### config.mk
export PLATFORM = sky130hd
export DESIGN_NAME = alu_exec_unit
export DESIGN_NICKNAME = d
export VERILOG_FILES = /design/src/rtl/alu_pkg.sv /design/src/rtl/alu_iter_muldiv.sv /design/src/rtl/alu_exec_unit.sv
export SDC_FILE = /design/constraint.sdc
export NUM_CORES = 1
export LEC_CHECK = 0
export CAP_MARGIN = 10
export CELL_PAD_IN_SITES_DETAIL_PLACEMENT = 2
export CELL_PAD_IN_SITES_GLOBAL_PLACEMENT = 2
export CORE_ASPECT_RATIO = 2
export CORE_UTILIZATION = 34
export DETAILED_ROUTE_END_ITERATION = 10
export PLACE_DENSITY_LB_ADDON = 0.1
export SKIP_CTS_REPAIR_TIMING = 1
export SLEW_MARGIN = 20
export SYNTH_ARGS = -nofsm -noshare
export SYNTH_HDL_FRONTEND = slang
export SYNTH_SLANG_ARGS = --single-unit
### constraint.sdc
create_clock -name clk -period 4.65 [get_ports clk]
set_input_delay 0.93 -clock clk [delete_from_list [all_inputs] [get_ports clk]]
set_output_delay 0.93 -clock clk [all_outputs]
set_load 0.1 [all_outputs]
### src/rtl/alu_pkg.sv
// Shared types and constants for the ALU execution unit.
// Optional macro ALU_DIV_EN enables the iterative unsigned divider (opcode 8).
package alu_pkg;

    localparam int ALU_WIDTH = 32;

    localparam int FLAG_N = 3;
    localparam int FLAG_Z = 2;
    localparam int FLAG_C = 1;
    localparam int FLAG_V = 0;

    typedef enum logic [3:0] {
        OP_ADD = 4'd0,
        OP_SUB = 4'd1,
        OP_AND = 4'd2,
        OP_OR  = 4'd3,
        OP_XOR = 4'd4,
        OP_SLL = 4'd5,
        OP_SRL = 4'd6,
        OP_MUL = 4'd7,
        OP_DIV = 4'd8
    } opcode_e;

    typedef enum logic [1:0] {
        ST_IDLE = 2'd0,
        ST_EXEC = 2'd1,
        ST_ITER = 2'd2,
        ST_DONE = 2'd3
    } state_e;

    // Opcodes that run through the multi-cycle iterative datapath
    function automatic logic is_iter_op(input logic [3:0] op);
`ifdef ALU_DIV_EN
        return (op == OP_MUL) || (op == OP_DIV);
`else
        return (op == OP_MUL);
`endif
    endfunction

    // Assemble the NZCV nibble in its architectural bit order
    function automatic logic [3:0] pack_flags(input logic n, input logic z,
                                              input logic c, input logic v);
        logic [3:0] f;
        f         = 4'b0000;
        f[FLAG_N] = n;
        f[FLAG_Z] = z;
        f[FLAG_C] = c;
        f[FLAG_V] = v;
        return f;
    endfunction

endpackage

### src/rtl/alu_iter_muldiv.sv
// Iterative shift-add multiplier; with ALU_DIV_EN also a restoring divider.
// start_i loads the operands, one step runs per cycle for CYCLES cycles, and
// done_o is high for the single cycle in which acc_o holds the final value.
// Multiply: acc_o = full 2*WIDTH product. Divide: acc_o = {remainder, quotient}.
module alu_iter_muldiv
    import alu_pkg::*;
#(
    parameter int WIDTH  = ALU_WIDTH,
    parameter int CYCLES = WIDTH
) (
    input  logic               clk,
    input  logic               rst_n,
    input  logic               start_i,
`ifdef ALU_DIV_EN
    input  logic               div_i,
`endif
    input  logic [WIDTH-1:0]   op_a_i,
    input  logic [WIDTH-1:0]   op_b_i,
    output logic               done_o,
    output logic [2*WIDTH-1:0] acc_o
);

    localparam int CW = $clog2(CYCLES + 1);

    logic [2*WIDTH-1:0] acc_q, acc_d;
    logic [WIDTH-1:0]   opa_q, opa_d;
    logic [CW-1:0]      cnt_q, cnt_d;
    logic               run_q, run_d;
    logic               div_q, div_d;
    logic               div_req;
    logic [WIDTH:0]     sum;
    logic [WIDTH:0]     rem;

`ifdef ALU_DIV_EN
    assign div_req = div_i;
`else
    assign div_req = 1'b0;
`endif

    // Step control and one multiply/divide iteration per cycle
    always_comb begin
        acc_d = acc_q;
        opa_d = opa_q;
        cnt_d = cnt_q;
        run_d = run_q;
        div_d = div_q;
        sum   = '0;
        rem   = '0;
        if (start_i) begin
            run_d = 1'b1;
            cnt_d = '0;
            div_d = div_req;
            if (div_req) begin
                // divisor kept aside, dividend shifted up through the low half
                opa_d = op_b_i;
                acc_d = {{WIDTH{1'b0}}, op_a_i};
            end else begin
                // multiplicand kept aside, multiplier consumed from the low half
                opa_d = op_a_i;
                acc_d = {{WIDTH{1'b0}}, op_b_i};
            end
        end else if (run_q) begin
            if (cnt_q == CW'(CYCLES)) begin
                run_d = 1'b0;
            end else begin
                cnt_d = cnt_q + CW'(1);
                if (div_q) begin
                    rem = acc_q[2*WIDTH-1:WIDTH-1];
                    if (rem >= {1'b0, opa_q}) begin
                        rem   = rem - {1'b0, opa_q};
                        acc_d = {rem[WIDTH-1:0], acc_q[WIDTH-2:0], 1'b1};
                    end else begin
                        acc_d = {rem[WIDTH-1:0], acc_q[WIDTH-2:0], 1'b0};
                    end
                end else begin
                    sum   = {1'b0, acc_q[2*WIDTH-1:WIDTH]} +
                            (acc_q[0] ? {1'b0, opa_q} : '0);
                    acc_d = {sum, acc_q[WIDTH-1:1]};
                end
            end
        end
    end

    // Iteration state; reset aborts any operation in flight
    always_ff @(posedge clk or negedge rst_n) begin
        if (!rst_n) begin
            acc_q <= '0;
            opa_q <= '0;
            cnt_q <= '0;
            run_q <= 1'b0;
            div_q <= 1'b0;
        end else begin
            acc_q <= acc_d;
            opa_q <= opa_d;
            cnt_q <= cnt_d;
            run_q <= run_d;
            div_q <= div_d;
        end
    end

    assign done_o = run_q && (cnt_q == CW'(CYCLES));
    assign acc_o  = acc_q;

endmodule

### src/rtl/alu_exec_unit.sv
// 32-bit integer execution unit with valid/ready command and result handshakes.
// Single-cycle ops go IDLE->EXEC->DONE; MUL (and DIV when ALU_DIV_EN is
// defined) go IDLE->ITER->DONE through the iterative datapath.
module alu_exec_unit
    import alu_pkg::*;
#(
    parameter int WIDTH      = ALU_WIDTH,
    parameter int MUL_CYCLES = WIDTH
) (
    input  logic             clk,
    input  logic             rst_n,
    input  logic             in_valid,
    output logic             in_ready,
    input  logic [3:0]       opcode,
    input  logic [WIDTH-1:0] operand1,
    input  logic [WIDTH-1:0] operand2,
    output logic             out_valid,
    input  logic             out_ready,
    output logic [WIDTH-1:0] Result,
    output logic [3:0]       Flags,
    output logic             busy
);

    localparam int SHW = $clog2(WIDTH);

    state_e             state_q, state_d;
    opcode_e            opc_q;
    logic [WIDTH-1:0]   op1_q, op2_q;
    logic [WIDTH-1:0]   result_q, result_d;
    logic [3:0]         flags_q, flags_d;

    logic               accept;
    logic               it_start;
    logic               it_done;
    logic [2*WIDTH-1:0] it_acc;

    logic [SHW-1:0]     shamt;
    logic [WIDTH:0]     exec_wide;
    logic [WIDTH-1:0]   exec_res;
    logic               exec_c, exec_v;
    logic [3:0]         exec_flg;
    logic [WIDTH-1:0]   iter_res;
    logic               iter_c, iter_v;
    logic [3:0]         iter_flg;

    assign accept   = in_valid && (state_q == ST_IDLE);
    assign it_start = accept && is_iter_op(opcode);
    assign shamt    = op2_q[SHW-1:0];

    alu_iter_muldiv #(
        .WIDTH  (WIDTH),
        .CYCLES (MUL_CYCLES)
    ) u_iter (
        .clk     (clk),
        .rst_n   (rst_n),
        .start_i (it_start),
`ifdef ALU_DIV_EN
        .div_i   (opcode == OP_DIV),
`endif
        .op_a_i  (operand1),
        .op_b_i  (operand2),
        .done_o  (it_done),
        .acc_o   (it_acc)
    );

    // State register
    always_ff @(posedge clk or negedge rst_n) begin
        if (!rst_n) begin
            state_q <= ST_IDLE;
        end else begin
            state_q <= state_d;
        end
    end

    // Next-state: one command in flight, result must drain before next accept
    always_comb begin
        state_d = state_q;
        case (state_q)
            ST_IDLE: if (in_valid) state_d = is_iter_op(opcode) ? ST_ITER : ST_EXEC;
            ST_EXEC: state_d = ST_DONE;
            ST_ITER: if (it_done) state_d = ST_DONE;
            ST_DONE: if (out_ready) state_d = ST_IDLE;
            default: state_d = ST_IDLE;
        endcase
    end

    // Handshake outputs decoded from the state
    always_comb begin
        in_ready  = (state_q == ST_IDLE);
        out_valid = (state_q == ST_DONE);
        busy      = (state_q != ST_IDLE);
    end

    // Command latch; inputs are only sampled on an accepted handshake
    always_ff @(posedge clk or negedge rst_n) begin
        if (!rst_n) begin
            opc_q <= OP_ADD;
            op1_q <= '0;
            op2_q <= '0;
        end else if (accept) begin
            opc_q <= opcode_e'(opcode);
            op1_q <= operand1;
            op2_q <= operand2;
        end
    end

    // Single-cycle datapath evaluated on the latched command
    always_comb begin
        exec_wide = '0;
        exec_res  = '0;
        exec_c    = 1'b0;
        exec_v    = 1'b0;
        case (opc_q)
            OP_ADD: begin
                exec_wide = {1'b0, op1_q} + {1'b0, op2_q};
                exec_res  = exec_wide[WIDTH-1:0];
                exec_c    = exec_wide[WIDTH];
                exec_v    = (op1_q[WIDTH-1] == op2_q[WIDTH-1]) &&
                            (exec_res[WIDTH-1] != op1_q[WIDTH-1]);
            end
            OP_SUB: begin
                // top bit of the widened difference is the borrow
                exec_wide = {1'b0, op1_q} - {1'b0, op2_q};
                exec_res  = exec_wide[WIDTH-1:0];
                exec_c    = ~exec_wide[WIDTH];
                exec_v    = (op1_q[WIDTH-1] != op2_q[WIDTH-1]) &&
                            (exec_res[WIDTH-1] != op1_q[WIDTH-1]);
            end
            OP_AND: exec_res = op1_q & op2_q;
            OP_OR:  exec_res = op1_q | op2_q;
            OP_XOR: exec_res = op1_q ^ op2_q;
            OP_SLL: begin
                // extra guard bit above catches the last bit shifted out
                exec_wide = {1'b0, op1_q} << shamt;
                exec_res  = exec_wide[WIDTH-1:0];
                exec_c    = exec_wide[WIDTH];
            end
            OP_SRL: begin
                // extra guard bit below catches the last bit shifted out
                exec_wide = {op1_q, 1'b0} >> shamt;
                exec_res  = exec_wide[WIDTH:1];
                exec_c    = exec_wide[0];
            end
            default: ;  // illegal opcode: zero result, flags reduce to Z only
        endcase
        exec_flg = pack_flags(exec_res[WIDTH-1], exec_res == '0, exec_c, exec_v);
    end

    // Final result and flags from the iterative datapath
    always_comb begin
        iter_res = it_acc[WIDTH-1:0];
        iter_c   = |it_acc[2*WIDTH-1:WIDTH];
        iter_v   = |it_acc[2*WIDTH-1:WIDTH];
`ifdef ALU_DIV_EN
        if (opc_q == OP_DIV) begin
            if (op2_q == '0) begin
                iter_res = '1;
                iter_c   = 1'b0;
                iter_v   = 1'b1;
            end else begin
                iter_v   = 1'b0;
            end
        end
`endif
        iter_flg = pack_flags(iter_res[WIDTH-1], iter_res == '0, iter_c, iter_v);
    end

    // Result capture; held unchanged while waiting in DONE
    always_comb begin
        result_d = result_q;
        flags_d  = flags_q;
        if (state_q == ST_EXEC) begin
            result_d = exec_res;
            flags_d  = exec_flg;
        end else if ((state_q == ST_ITER) && it_done) begin
            result_d = iter_res;
            flags_d  = iter_flg;
        end
    end

    // Result registers
    always_ff @(posedge clk or negedge rst_n) begin
        if (!rst_n) begin
            result_q <= '0;
            flags_q  <= '0;
        end else begin
            result_q <= result_d;
            flags_q  <= flags_d;
        end
    end

    assign Result = result_q;
    assign Flags  = flags_q;

endmodule

* After elaboration in Yosys (flattened, before gate mapping)
Cells that the tools add are included.
** Word-level totals
- Register bits after elaboration :: 209
- Bits in latches :: 0
- ROM bits :: 0
- Input bits :: 72
- Bits in writable memories :: 0
- Memories :: 0
- Logic and storage cells :: 77
** Operators by class
- Bitwise gates (word level) :: 4
- Reduce and logical (&&, ||, !) cells :: 16
- $add $sub $neg :: 4
- Order comparisons :: 0
- Mux-type cells :: 22
- Div/mod/pow operators :: 0
- $mul :: 0
- Eq/ne operators :: 19
- Shift-type cells :: 2
** Operator list (number)
- $pmux W32 S7 :: 1
- $mux W64 :: 3
- $mux W32 :: 3
- $logic_not A32 Y1 :: 2
- $add A32 B32 Y33 :: 1
- $add A32 B33 Y33 :: 1
- $shl A32 B5 Y33 :: 1
- $shr A33 B5 Y33 :: 1
- $sub A32 B32 Y33 :: 1
- $and A32 B32 Y32 :: 1
- $or A32 B32 Y32 :: 1
- $reduce_or A32 Y1 :: 1
- $xor A32 B32 Y32 :: 1
- $mux W6 :: 3
- $eq A4 B3 Y1 const B :: 4
- $eq A4 B2 Y1 const B :: 2
- $mux W2 :: 4
- $mux W4 :: 2
- $pmux W2 S4 :: 1
- $add A6 B1 Y6 const B :: 1
- $eq A6 B6 Y1 const B :: 1
- $logic_and A1 B1 Y1 :: 6
- $ne A2 B2 Y1 const B :: 3
- $reduce_bool A2 Y1 :: 3
- other kinds (14) :: 19

* Depth between registers and ports, before layout
- Word-level depth :: 5
- Mapped depth :: 18

* Hierarchy
A second synthesis with hierarchy kept.
** Unflattened totals
- Cells, all modules :: 2395
- Area total of the unflattened synthesis :: 20124.3 um^2
** By module, submodules not included
- alu_exec_unit :: instances 1, sequential area each 2627.5 um^2, area an instance 13862.0 um^2, cells an instance 1734
- alu_iter_muldiv :: instances 1, sequential area each 2577.5 um^2, area an instance 6262.3 um^2, cells an instance 661

* Worst setup path before layout
Ideal clock, no wire load.
- Path kind :: reg2reg
- From :: register op2_q[2]
- To :: register flags_q[2], in the netlist Flags[2]
- Cell stages (with the launch flop) :: 19
- Buffers on the path :: 5
- Arrival :: 4691 ps
- Clock period less this slack :: 4783 ps
- Slack :: -133 ps
- Cell sequence :: dfrtp_1 > buf_2 > inv_2 > buf_4 > buf_1 > clkbuf_1 > buf_2 > ha_1 > nand2b_1 > a221oi_1 > a2bb2oi_1 > a21o_1 > a211oi_1 > a221o_1 > a221o_1 > nor4_1 > nor4bb_1 > nand4_1 > o31ai_2
** Between the ends
- Longest elaborated chain between the ends :: 4
- Elaborated cells on any way between the ends :: 10
- Classes of those cells :: 2 x add/sub; 2 x shift; 2 x mux; 3 x bitwise; 1 x reduce/logical
** RTL lines
- start, declared :: line alu_exec_unit.sv:28 : logic [WIDTH-1:0] op1_q, op2_q;
- start signal, assigned :: line alu_exec_unit.sv:103 : op2_q <= operand2;
- $sub A32 B32 Y33 (tied with other cells) :: line alu_exec_unit.sv:123 : exec_wide = {1'b0, op1_q} - {1'b0, op2_q};
- $pmux W32 S7 * :: line alu_exec_unit.sv:113 : case (opc_q)
- $logic_not A32 Y1 * :: line alu_exec_unit.sv:146 : exec_flg = pack_flags(exec_res[WIDTH-1], exec_res == '0, exec_c, exec_v);
- $mux W4 * :: line alu_exec_unit.sv:172 : if (state_q == ST_EXEC) begin
- end signal, assigned :: line alu_exec_unit.sv:188 : flags_q <= flags_d;
- end, declared :: line alu_exec_unit.sv:30 : logic [3:0] flags_q, flags_d;
Every way passes the cells marked *; elsewhere a longest branch is shown, timed or not.
A chain may end at the register's enable or synchronous reset.

* Worst setup path in the final report
- From :: register opc_q[2]
- To :: register flags_q[2], in the netlist Flags[2]
** Between the ends
- Longest elaborated chain between the ends :: 4
- Elaborated cells on any way between the ends :: 10
- Classes of those cells :: 6 x eq/ne; 2 x mux; 2 x reduce/logical
** RTL lines
- start, declared :: line alu_exec_unit.sv:27 : opcode_e opc_q;
- start signal, assigned :: line alu_exec_unit.sv:101 : opc_q <= opcode_e'(opcode);
- $eq A4 B3 Y1 (tied with other cells)
- $pmux W32 S7 * :: line alu_exec_unit.sv:113
- $logic_not A32 Y1 * :: line alu_exec_unit.sv:146
- $mux W4 * :: line alu_exec_unit.sv:172
Marks and branches as above.

==> key figures <==
Critical path
  – Required @ worst endpoint: 5.12 ns
  – Worst setup EP type: flop
  – Setup crit start: opc_q[2]$_DFFE_PN0P_
  – Critical Path Start Type: flop
  – Worst r2r src: opc_q[2]$_DFFE_PN0P_
  – CP max FO: 16
  – CP arrival: 5.07 ns
  – Kind of critical path: reg2reg

Drt
  – Initial DRC Count: 1329
  – Routed wire length: 119000 µm
  – Vias per cell: 6.206
  – # DRC: 0
  – Post-route ant nets: 0
  – WL/cell: 33.80 µm
  – Total number of vias: 21850
  – First-pass DRT Iterations: 5

Logic synthesis
  – Sequential share of the synthesized area: 26.12%
  – Yosys synthesis warning count: 0
  – Post-synthesis cell area: 19930 µm²
  – Post-Synthesis Mean Instance Area: 7.843 µm²
  – Post-synth top area cell: dfrtp_1
  – Synth top area share: 26.12%
  – Post-synthesis cell count: 2541
  – Post-synth EDFFs: 0
  – Leading post-synthesis cells by cell area: dfrtp_1 26%, ha_1 9.0%, nand2_1 8.8%, mux2_2 4.8%, a21oi_1 4.5%
  – Seq cells post-synth: 208
  – Syn Nets: 2760
  – Post-synth ARST share: 100.0%
  – Yosys cell types: 87
  – Main synth FF type: dfrtp_1

GRT
  – First-pass GRT wire length: 171400 µm
  – Global route overflow: 0
  – Busiest layer in global routing: met2
  – Initial antenna violation count: 3
  – GR met1 Demand/Resource: 40.52%
  – GRT met2 Usage: 71.76%
  – Gr usage total: 39.89%
  – Met3 Track Usage GR: 6.206%
  – Largest net degree at the start of global routing: 94
  – Vias in the first global route: 24180

Timing
  – Setup violators final: 0
  – Max frequency: 217.6 MHz
  – Final Max Tran Viols: 0
  – Clock skew: 0.03171 ns
  – Tmin final: 4.596 ns
  – Setup total negative slack: 0 ns
  – Final Hold Vio Count: 0
  – Slew @ Worst Pin: 1.213 ns
  – Slew HR: 18.81%
  – Fin crit share: 98.84%

Cells and area
  – Synth-to-Final Area Change: 21.26%
  – Fin nets: 2961
  – Share of post-route cells with drive strength above 1: 16.56%
  – # diodes: 0
  – Fillers: 6592
  – Most common cell after layout, fill and taps aside: nand2_1
  – Most frequent cells in the layout: 465 x nand2_1, 226 x buf_4, 209 x nor2_1, 202 x dfrtp_1, 177 x a21oi_1

Outcome
  – Status: complete, no violations

Job
  – Max_cap viols: 0

Clocking
  – Worst-path clk slew: 0.07 ns
  – Count of clock tree sinks: 208
  – Clock root buffer: clkbuf_16
  – Skew-Pair Late Insertion Delay: 0.58 ns
  – Clock buffer depth: 3
  – CTS H-tree depth: 1
  – CTS tree: done
  – Inserted Clock Buffers: 24

Floorplan
  – CORE AREA: 58020 µm²
  – # rows: 125
  – Initial cell density of the core: 34.35%
  – Die area: 59650 µm²
  – Die X: 173.2 µm
  – Io pins: 111
  – Chip Height: 344.4 µm

Placement
  – Gpl congestion: 1.039
  – DPL Wire Length: 96440 µm
  – # port buffers: 110

Hold path
  – Min-Delay Path Class: in2async
## cell usage after synthesis (all sizes together) (9+ instances only)
master and n:
or3 12, mux2 97, xor2 17, o22ai 27, nand2 467, buf 56
o31ai 22, nand4 19, nor3 41, inv 121, nand2b 18, dfrtp 208
a211oi 35, a21o 32, xnor2 24, clkbuf 115, and3 10, nor4 34
o211ai 37, mux4 31, o21bai 9, o21ai 117, o221ai 11, nor2 212
a221o 9, nor2b 22, a2111oi 13, a31oi 71, a221oi 15, a22oi 11
a21oi 178, o21a 19, nand3 46, mux2i 71, and2 41, ha 144
## worst max-delay path, stage by stage, from the launching register on
cell	delay [ns]
dfrtp_1	0.88
buf_4	0.27
nor3b_1	0.07
buf_4	0.22
o211ai_1	0.14
o221ai_1	0.27
a21oi_1	0.29
o21ai_0	0.22
or4b_4	0.58
nor4_1	0.24
buf_4	0.21
nand4_1	0.12
nor4bb_2	0.40
buf_4	0.18
nand4_1	0.12
o31ai_2	0.27
## per-layer routing
layer | wire length, µm | share of wire, % | up-vias
li1 | - | - | 9544
met1 | 42310 | 36 | 11310
met2 | 60270 | 51 | 664
met3 | 4973 | 4.2 | 331
met4 | 11450 | 9.6 | 2
met5 | 11 | 0.0092 | -
## sequential cells by signal, indices dropped and copies added (netlist names)
register and cells:
Result 32, op1_q 32, state_q 2, Flags 3
op2_q 32, u_iter.acc_o 64, u_iter.run_q 1, u_iter.opa_q 32
u_iter.cnt_q 6, opc_q 4
## final timing paths
path	to	slack (ns)	depth (start not counted)
max	Flags[2]$_DFFE_PN0P_	0.05	15
min	u_iter.cnt_q[2]$_DFFE_PN0P_	0.36	1
max reg2reg	Flags[2]$_DFFE_PN0P_	0.05	15
min reg2reg	u_iter.opa_q[6]$_DFFE_PN0P_	0.47	2
max in group asynchronous	op1_q[14]$_DFFE_PN0P_	3.18	2
min in group clk	u_iter.opa_q[6]$_DFFE_PN0P_	0.47	2
## per-stage QoR
stage	hold slack [ns]	instance area, µm²	utilization [%]	instances	setup WS, ns
3_5_place_dp	0.4603	23210	40.00	3475	-0.2155
2_1_floorplan	0.4374	19930	-	2541	0.03632
5_1_grt	0.4455	24170	41.65	3521	-0.01862
3_3_place_gp	0.4534	23210	40.00	3475	-0.1284
6_report	0.3597	24170	41.65	3521	0.05381
4_1_cts	0.4269	23960	41.30	3518	-0.3028
## kinds of logic after synthesis
kind of cell | after synthesis | share of synthesized area, %
AOI/OAI and AO/OA | 682 | 22.41
xor gates and xnor gates | 41 | 1.802
adders and majority gates | 147 | 9.342
buffers and inverters | 293 | 5.826
DFF | 208 | 26.12
muxes | 199 | 12.61
and+or+nand+nor | 971 | 21.90
## area by class of cell
cell class / count / area, µm² / area share [%]
multi-input cells: 2040 / 13790 / 57.08
clock inverters: 10 / 63.81 / 0.2641
well taps: 762 / 953.4 / 3.945
inverters: 122 / 460.4 / 1.905
repair buffers: 346 / 2994 / 12.39
flip-flops and latches: 208 / 5215 / 21.58
clock buffers: 33 / 685.7 / 2.837
Power is left out: the tool's default activity adds up to more than one toggle a clock period on the data nets, which glitch-free logic cannot reach.
